===== config.mk =====
export PLATFORM = sky130hd
export DESIGN_NAME = sr_flag_arbiter
export DESIGN_NICKNAME = d
export VERILOG_FILES = /design/src/rtl/sr_flag_arbiter.sv
export SDC_FILE = /design/constraint.sdc
export NUM_CORES = 1
export LEC_CHECK = 0
export CAP_MARGIN = 40
export CORE_MARGIN = 3
export CORE_UTILIZATION = 42
export CTS_CLUSTER_DIAMETER = 40
export DETAILED_ROUTE_END_ITERATION = 8
export PLACE_DENSITY = 0.65
export SLEW_MARGIN = 20
export SYNTH_ARGS = -nofsm -noshare
export SYNTH_HDL_FRONTEND = slang
export SYNTH_SLANG_ARGS = --single-unit

===== constraint.sdc =====
create_clock -name clk -period 12.6 [get_ports clk]
set_clock_uncertainty 0.05 [all_clocks]
set_input_delay 2.52 -clock clk [delete_from_list [all_inputs] [get_ports clk]]
set_output_delay 2.52 -clock clk [all_outputs]
set_load 0.01 [all_outputs]

===== src/rtl/sr_flag_arbiter.sv =====
// sr_flag_arbiter: round-robin access to a shared bank of SR flag bits.
// One command per two cycles; S=R=1 and out-of-range indices are rejected.
module sr_flag_arbiter #(
    parameter int NREQ  = 4,
    parameter int NFLAG = 8,
    parameter int IW    = 3
) (
    input  logic               clk,
    input  logic               reset,
    input  logic [NREQ-1:0]    req,
    input  logic [NREQ-1:0]    s,
    input  logic [NREQ-1:0]    r,
    input  logic [NREQ*IW-1:0] idx,
    input  logic               clr_all,
    output logic [NREQ-1:0]    gnt,
    output logic [NFLAG-1:0]   flags,
    output logic               err,
    output logic [2:0]         err_id,
    output logic               busy
);

    typedef enum logic {
        IDLE,
        GRANT
    } state_t;

    state_t         state;
    logic [2:0]     ptr;
    logic [2:0]     win_q;
    logic           s_q;
    logic           r_q;
    logic [IW-1:0]  idx_q;

    logic           found;
    logic [2:0]     win;
    logic           win_s;
    logic           win_r;
    logic [IW-1:0]  win_idx;
    int             best;
    logic           cmd_bad;
    logic           cmd_apply;

    // Rotating priority search: the nearest requester after ptr wins.
    always_comb begin
        found   = |req;
        win     = ptr;
        win_s   = 1'b0;
        win_r   = 1'b0;
        win_idx = '0;
        best    = NREQ;
        for (int j = 0; j < NREQ; j++) begin
            if (req[j] &&
                ((j - int'(ptr) - 1 + 2 * NREQ) % NREQ) < best) begin
                best    = (j - int'(ptr) - 1 + 2 * NREQ) % NREQ;
                win     = 3'(j);
                win_s   = s[j];
                win_r   = r[j];
                win_idx = idx[j*IW +: IW];
            end
        end
    end

    // Classify the latched command; range check uses all IW index bits.
    always_comb begin
        cmd_bad   = (s_q & r_q) | (int'(idx_q) >= NFLAG);
        cmd_apply = (state == GRANT) & ~cmd_bad & (s_q ^ r_q);
    end

    // Two-state sequencer: arbitrate and latch in IDLE, retire in GRANT.
    always_ff @(posedge clk or negedge reset) begin
        if (!reset) begin
            state  <= IDLE;
            gnt    <= '0;
            busy   <= 1'b0;
            err    <= 1'b0;
            err_id <= '0;
            ptr    <= 3'(NREQ - 1);
            win_q  <= '0;
            s_q    <= 1'b0;
            r_q    <= 1'b0;
            idx_q  <= '0;
        end else begin
            err <= 1'b0;
            unique case (state)
                IDLE: begin
                    if (found) begin
                        gnt   <= NREQ'(1) << win;
                        busy  <= 1'b1;
                        ptr   <= win;
                        win_q <= win;
                        s_q   <= win_s;
                        r_q   <= win_r;
                        idx_q <= win_idx;
                        state <= GRANT;
                    end
                end
                GRANT: begin
                    if (cmd_bad) begin
                        err    <= 1'b1;
                        err_id <= win_q;
                    end
                    gnt   <= '0;
                    busy  <= 1'b0;
                    state <= IDLE;
                end
                default: state <= IDLE;
            endcase
        end
    end

    // Flag bank: clr_all overrides any update landing on the same edge.
    always_ff @(posedge clk or negedge reset) begin
        if (!reset) begin
            flags <= '0;
        end else if (clr_all) begin
            flags <= '0;
        end else if (cmd_apply) begin
            for (int f = 0; f < NFLAG; f++) begin
                if (idx_q == IW'(f)) begin
                    flags[f] <= s_q;
                end
            end
        end
    end

endmodule


==> impl_metrics.py <==
metrics = {
    "grt": {
        "grt_max_degree": 29,
        "grt_usage_pct": 17.6,
        "grt_overflow": 0,
        "grt_pass1_wl_um": 7780,
        "grt_pass1_vias": 1702,
        "antenna_found_initial": 0,
    },
    "floorplan": {
        "die_w_um": 75.2,
        "die-area_mm2": 0.00565,
        "die_h_um": 75.2,
        "io_pins": 44,
        "row_count": 24,
        "start_util_pct": 44.9,
        "core_area_mm2": 0.00447,
    },
    "placement": {
        "dpl.hpwl_um": 3530,
        "place_congestion": 0.829,
        "placed_cells": 309,
        "io_buffers": 43,
    },
    "worst_setup_path": {
        "cp-end-kind": "flop",
        "worstPathMaxFanout": 15,
        "criticalPathCategory": "in2reg",
        "cp-start-kind": "primary input",
        "arrival_ns": 7.73,
        "required_ns": 12.74,
    },
    "power": {
        "vdd_drop_max_v": 0.000101,
        "leakage_nw": 1.05,
        "power_frac_seq_pct": 33.2,
        "p_comb_share_pct": 54.4,
        "swShare_pct": 41.3,
        "powerDensity_mw_per_mm2": 176,
        "p_switching_mw": 0.183,
        "p_int_mw": 0.259,
        "clkPwrFrac_pct": 12.5,
    },
    "logic_synthesis": {
        "syn_avg_cell_area_um2": 8.93,
        "synth_top_area_share_pct": 32.4,
        "ys_types": 52,
        "synth_compound_area_share_pct": 21.2,
        "synth_area_mm2": 0.00201,
        "syn_inst": 225,
        "synth_area_leaders": "dfrtp_1, ha_1, nor2_1, o211ai_1, mux2i_1",
        "synth-simple-area-share_pct": 25.7,
        "synth_top_family_by_area": "simple AND/OR/NAND/NOR gates",
        "synth_common_cells": "dfrtp_1, nor2_1, nand2_1",
        "yosys_register_bits": 28,
        "ys.flop_type": "dfrtp_1",
        "synthMuxAreaShare_pct": 5.17,
        "ys_async_sr_fraction_pct": 100,
        "synthAdderAreaFrac_pct": 7.47,
        "synth-edff-count": 0,
        "yosysMostFrequentCell": "dfrtp_1",
        "synth_seq_area_share_pct": 35.0,
        "yosysTopAreaCell": "dfrtp_1",
        "ys_warn_count": 0,
        "synth-xor-area-share_pct": 0.436,
    },
    "clock_tree": {
        "cts_setup_buffers": 0,
        "root_buffer": "clkbuf_8",
        "cts_tree": "yes",
        "clk_path_buf_depth": 2,
        "cts_hold_buf": 0,
        "ctsResizeCount": 0,
        "path_clk_slew_ns": 0.09,
        "htreeDepth": 1,
        "cts_inserted_buffers": 3,
        "clock_latency_ns": 0.27,
        "cts_sinks": 28,
    },
    "finish": {
        "n_antenna_cell": 0,
        "fillers": 427,
        "fin_util_pct": 56.1,
        "synthToLayoutAreaGrowth_pct": 25.0,
        "instances_no_fill": 313,
        "drive_gt1_share_pct": 7.66,
        "regArea_um2": 703,
        "final_nets": 301,
        "multi_input_area_mm2": 0.00122,
    },
    "sta": {
        "maxSlewViolCount": 0,
        "fin_crit_sh_pct": 60.2,
        "slew_headroom_pct": 50.6,
        "worst_pin_slew_ns": 0.740,
        "finalSetupViolCount": 0,
        "fmax_mhz": 132,
        "rsz0062_at_grt": "false",
        "tns_ns": 0,
        "hold_ws_ns": 0.450,
        "hold_viol": 0,
        "fin_crit_ns": 7.59,
    },
    "detailed_routing": {
        "vias": 1746,
        "drc": 0,
        "final_antenna_net_count": 0,
        "first_pass_iters": 6,
        "routedWlPerCell_um": 14.6,
        "wirelength_um": 4560,
        "drt_iter0_markers": 92,
        "viasPerCell": 5.58,
    },
    "outcome": {
        "status": "complete, no violations",
    },
    "worst_hold_path": {
        "hp-class": "reg2reg",
    },
    "flow_run": {
        "cap_violations": 0,
    },
}
[registers in the layout, indices dropped and copies added (netlist names), 2 cells and up]
signal  count
idx_q       3
win_q       2
flags       8
err_id      3
ptr         3
gnt         4
[metrics by stage]
| step | setup slack [ns] | power [mW] | area (µm²) |
|---|---|---|---|
| detailed placement | 4.69 | 0.388 | 2460 |
| global route | 4.55 | 0.483 | 2510 |
| global placement | 4.82 | 0.385 | 2460 |
| CTS | 4.97 | 0.444 | 2510 |
| floorplan | 5.65 | 0.319 | 2020 |
| finish | 5.01 | 0.442 | 2510 |
[power by group through the flow]
stage               clock (mW)  sequential (mW)  combinational (mW)
floorplan                    0            0.136               0.183
global placement             0            0.148               0.238
detailed placement           0            0.149               0.240
CTS                     0.0565            0.147               0.241
global route            0.0607            0.151               0.271
finish                  0.0551            0.146               0.240
[routing by layer]
layer	share of wire (%)	GRT usage, %	wire [µm]
met5	0	0	0
met2	46	28.0	2110
met4	1.2	4.66	54
met1	49	25.4	2250
met3	3.0	1.87	139
[path summary, 6_finish.rpt]
kind | start | to | slack, ns | depth (start not counted)
worst min register to register | busy | busy | 0.45 | 2
worst min-delay path | busy | busy | 0.45 | 2
worst max register to register | ptr[0] | idx_q[2] | 6.08 | 23
worst max-delay path | req[0] | idx_q[2] | 5.01 | 20
max in group asynchronous | reset | ptr[1] | 9.64 | 2
min in group asynchronous | reset | flags[1] | 2.56 | 2
[worst max-delay path, stage by stage]
cell	delay, ns
clkdlybuf4s50_1	0.76
nand2_1	0.12
ha_1	0.33
nand4bb_1	0.15
a21oi_4	0.10
nor2_1	0.25
nand3_1	0.17
ha_1	0.36
nor4b_1	0.37
o2111a_1	0.32
o21a_1	0.40
nand2_1	0.13
o21a_1	0.13
ha_1	0.27
nor3b_1	0.15
and3_1	0.17
nor4bb_1	0.14
buf_4	0.18
or4_4	0.52
o211ai_1	0.20
[cells in the final DEF (no fill, tap or decap), types with 6 or more instances in the layout]
master	n
o211ai_1	10
o21ai_0	6
and2_1	6
ha_1	12
inv_1	6
nor2_1	24
clkdlybuf4s50_1	43
nand2_1	16
dfrtp_1	26
mux2i_1	7
o21a_1	9
nand2b_1	8
nor3_1	10
[cell type report]
cell class / count / share of cell area [%]
clock buffer: 4 / 2.19
sequential: 28 / 28.0
inverter: 6 / 0.897
timing repair buffer: 45 / 17.7
tap: 52 / 2.59
multi-input combinational: 178 / 48.6
[kinds of logic (layout without fill, tap and decap cells)]
logic type	after synthesis	after routing
AND/OR/NAND/NOR	95	95
buffers and inverters	22	55
flip-flops	28	28
XOR/XNOR	1	1
adder cells (fa/ha/maj)	12	12
AO/OA/AOI/OAI	56	56
other	1	4
multiplexers	10	10
Note: power is estimated with default switching activity, not from simulation.
==> variant (config.mk and constraints unchanged) <==
Change the parameter `NFLAG` from 8 to 16.
--- a/src/rtl/sr_flag_arbiter.sv
+++ b/src/rtl/sr_flag_arbiter.sv
@@ -2,7 +2,7 @@
 // One command per two cycles; S=R=1 and out-of-range indices are rejected.
 module sr_flag_arbiter #(
     parameter int NREQ  = 4,
-    parameter int NFLAG = 8,
+    parameter int NFLAG = 16,
     parameter int IW    = 3
 ) (
     input  logic               clk,
Ports: changed (resized flags); port bits go from 44 to 52. The function was not compared with the original's and may differ.
==> variant against the original RTL <==
Worst hold slack worse by 0.0037 ns. Sequential power up 3%. Total power up 7.6%. Routed wire length up 4.7%. Sequential cell count unchanged. First-iteration DRC count up 8.7%. Fmax down 8.4%. Worst setup slack worse by 0.70 ns. Synthesized area up 1.5%. Design area up 1.4%. Critical path type unchanged. Critical endpoint unchanged. Largest power group unchanged.
==> variant: results (changes against the original RTL) <==
[yosys]
synth.area.top_cells = dfrtp_1, ha_1, o211ai_1
syn_area_per_cell_um2 = 8.91  ; -0.28%
synth_compound_area_frac = 0.213  ; +0.00179
synth_common_cells = nor2_1, dfrtp_1, nand2_1, o211ai_1, ha_1
synth_cell_types = 46  ; -12%
muxShareOfSynthArea = 0.0558  ; +0.00415
ys_seq_area_frac = 0.345  ; -0.00515
synth_xor_area_frac = 0.00429  ; -0.0000642
synthAdderAreaFrac = 0.0736  ; -0.00110

[worst_setup_path]
timing.reg2reg.setup_slack_ns = 5.79  ; -0.29 ns
slowest_delay_ns = 0.83  ; +0.07 ns
cp.arrival_ns = 8.43  ; +0.70 ns
cp_top_family = compound AO/OA/AOI/OAI gates
rr_worst_depth = 24  ; +4.3%
cp_max_fo = 20  ; +5

[worst_hold_path]
hold_path_end = win_q[0]
holdPathStages = 1  ; -1
hold_start = win_q[0]

[final_layout]
fin_nets = 305  ; +1.3%
seq_area_um2 = 703  ; unchanged
nFillCells = 407  ; -4.7%
finalNonFillerCells = 330  ; +5.4%
drive_gt1_frac = 0.0868  ; +0.0102

[place]
dp.cells = 326  ; +5.5%
dp_worst_setup_slack_ns = 4.14  ; -0.545 ns
place_area_um2 = 2490  ; +1.4%
dp_hpwl_um = 3730  ; +5.6%
numPortBuffers = 51  ; +19%
routabilityCongestion = 0.871  ; +5.0%

[route]
viasPerCell = 5.34  ; -4.2%
drtPass1Iterations = 4  ; -2
drt-initial-drc-count = 100  ; +8.7%
wl_per_cell_um = 14.5  ; -0.70%

[power_and_ir_drop]
switchingPower_uw = 204  ; +12%
ir_worst_vdd_mv = 0.146  ; +44%
leakage_nw = 1.04  ; -0.71%

[grt]
grt_antenna_before_repair = 0  ; unchanged
grtUsageTotal = 0.175  ; -0.00103
grt_overflow_total = 0  ; unchanged
grt_pass1_wl_um = 7940  ; +2.0%
grt_pass1_vias = 1775  ; +4.3%

[run_status]
status = complete, no violations

[clock_network]
clock_path_buffers = 2  ; unchanged
insertion_delay_ns = 0.27  ; about the same

[sta]
slew_headroom = 0.489  ; -0.0172
whs_ns = 0.446  ; -0.00367 ns
layout_min_cycle_time_ns = 8.29  ; +0.696 ns

-- variant: metal layers --
layer  vias up  routed length, um  global-route usage
li1        882                  -                   -
met1       819               2200               0.236
met2        57               2290               0.289
met3         5                233              0.0172
met4         0                 44              0.0680
met5         -                  0                   0
-- variant: power by group through the flow --
stage | combinational [mW] | sequential (mW) | clock [mW]
floorplan | 0.219 | 0.139 | 0
global placement | 0.260 | 0.152 | 0
detailed placement | 0.265 | 0.153 | 0
CTS | 0.267 | 0.151 | 0.0561
global route | 0.299 | 0.157 | 0.0585
finish | 0.269 | 0.151 | 0.0552
-- variant: layout make-up --
| class | count | share of cell area |
|---|---|---|
| clock buffer | 4 | 0.0216 |
| inverter | 11 | 0.0162 |
| multi-input combinational | 170 | 0.451 |
| sequential | 28 | 0.276 |
| tap | 65 | 0.0319 |
| timing repair buffer | 52 | 0.203 |
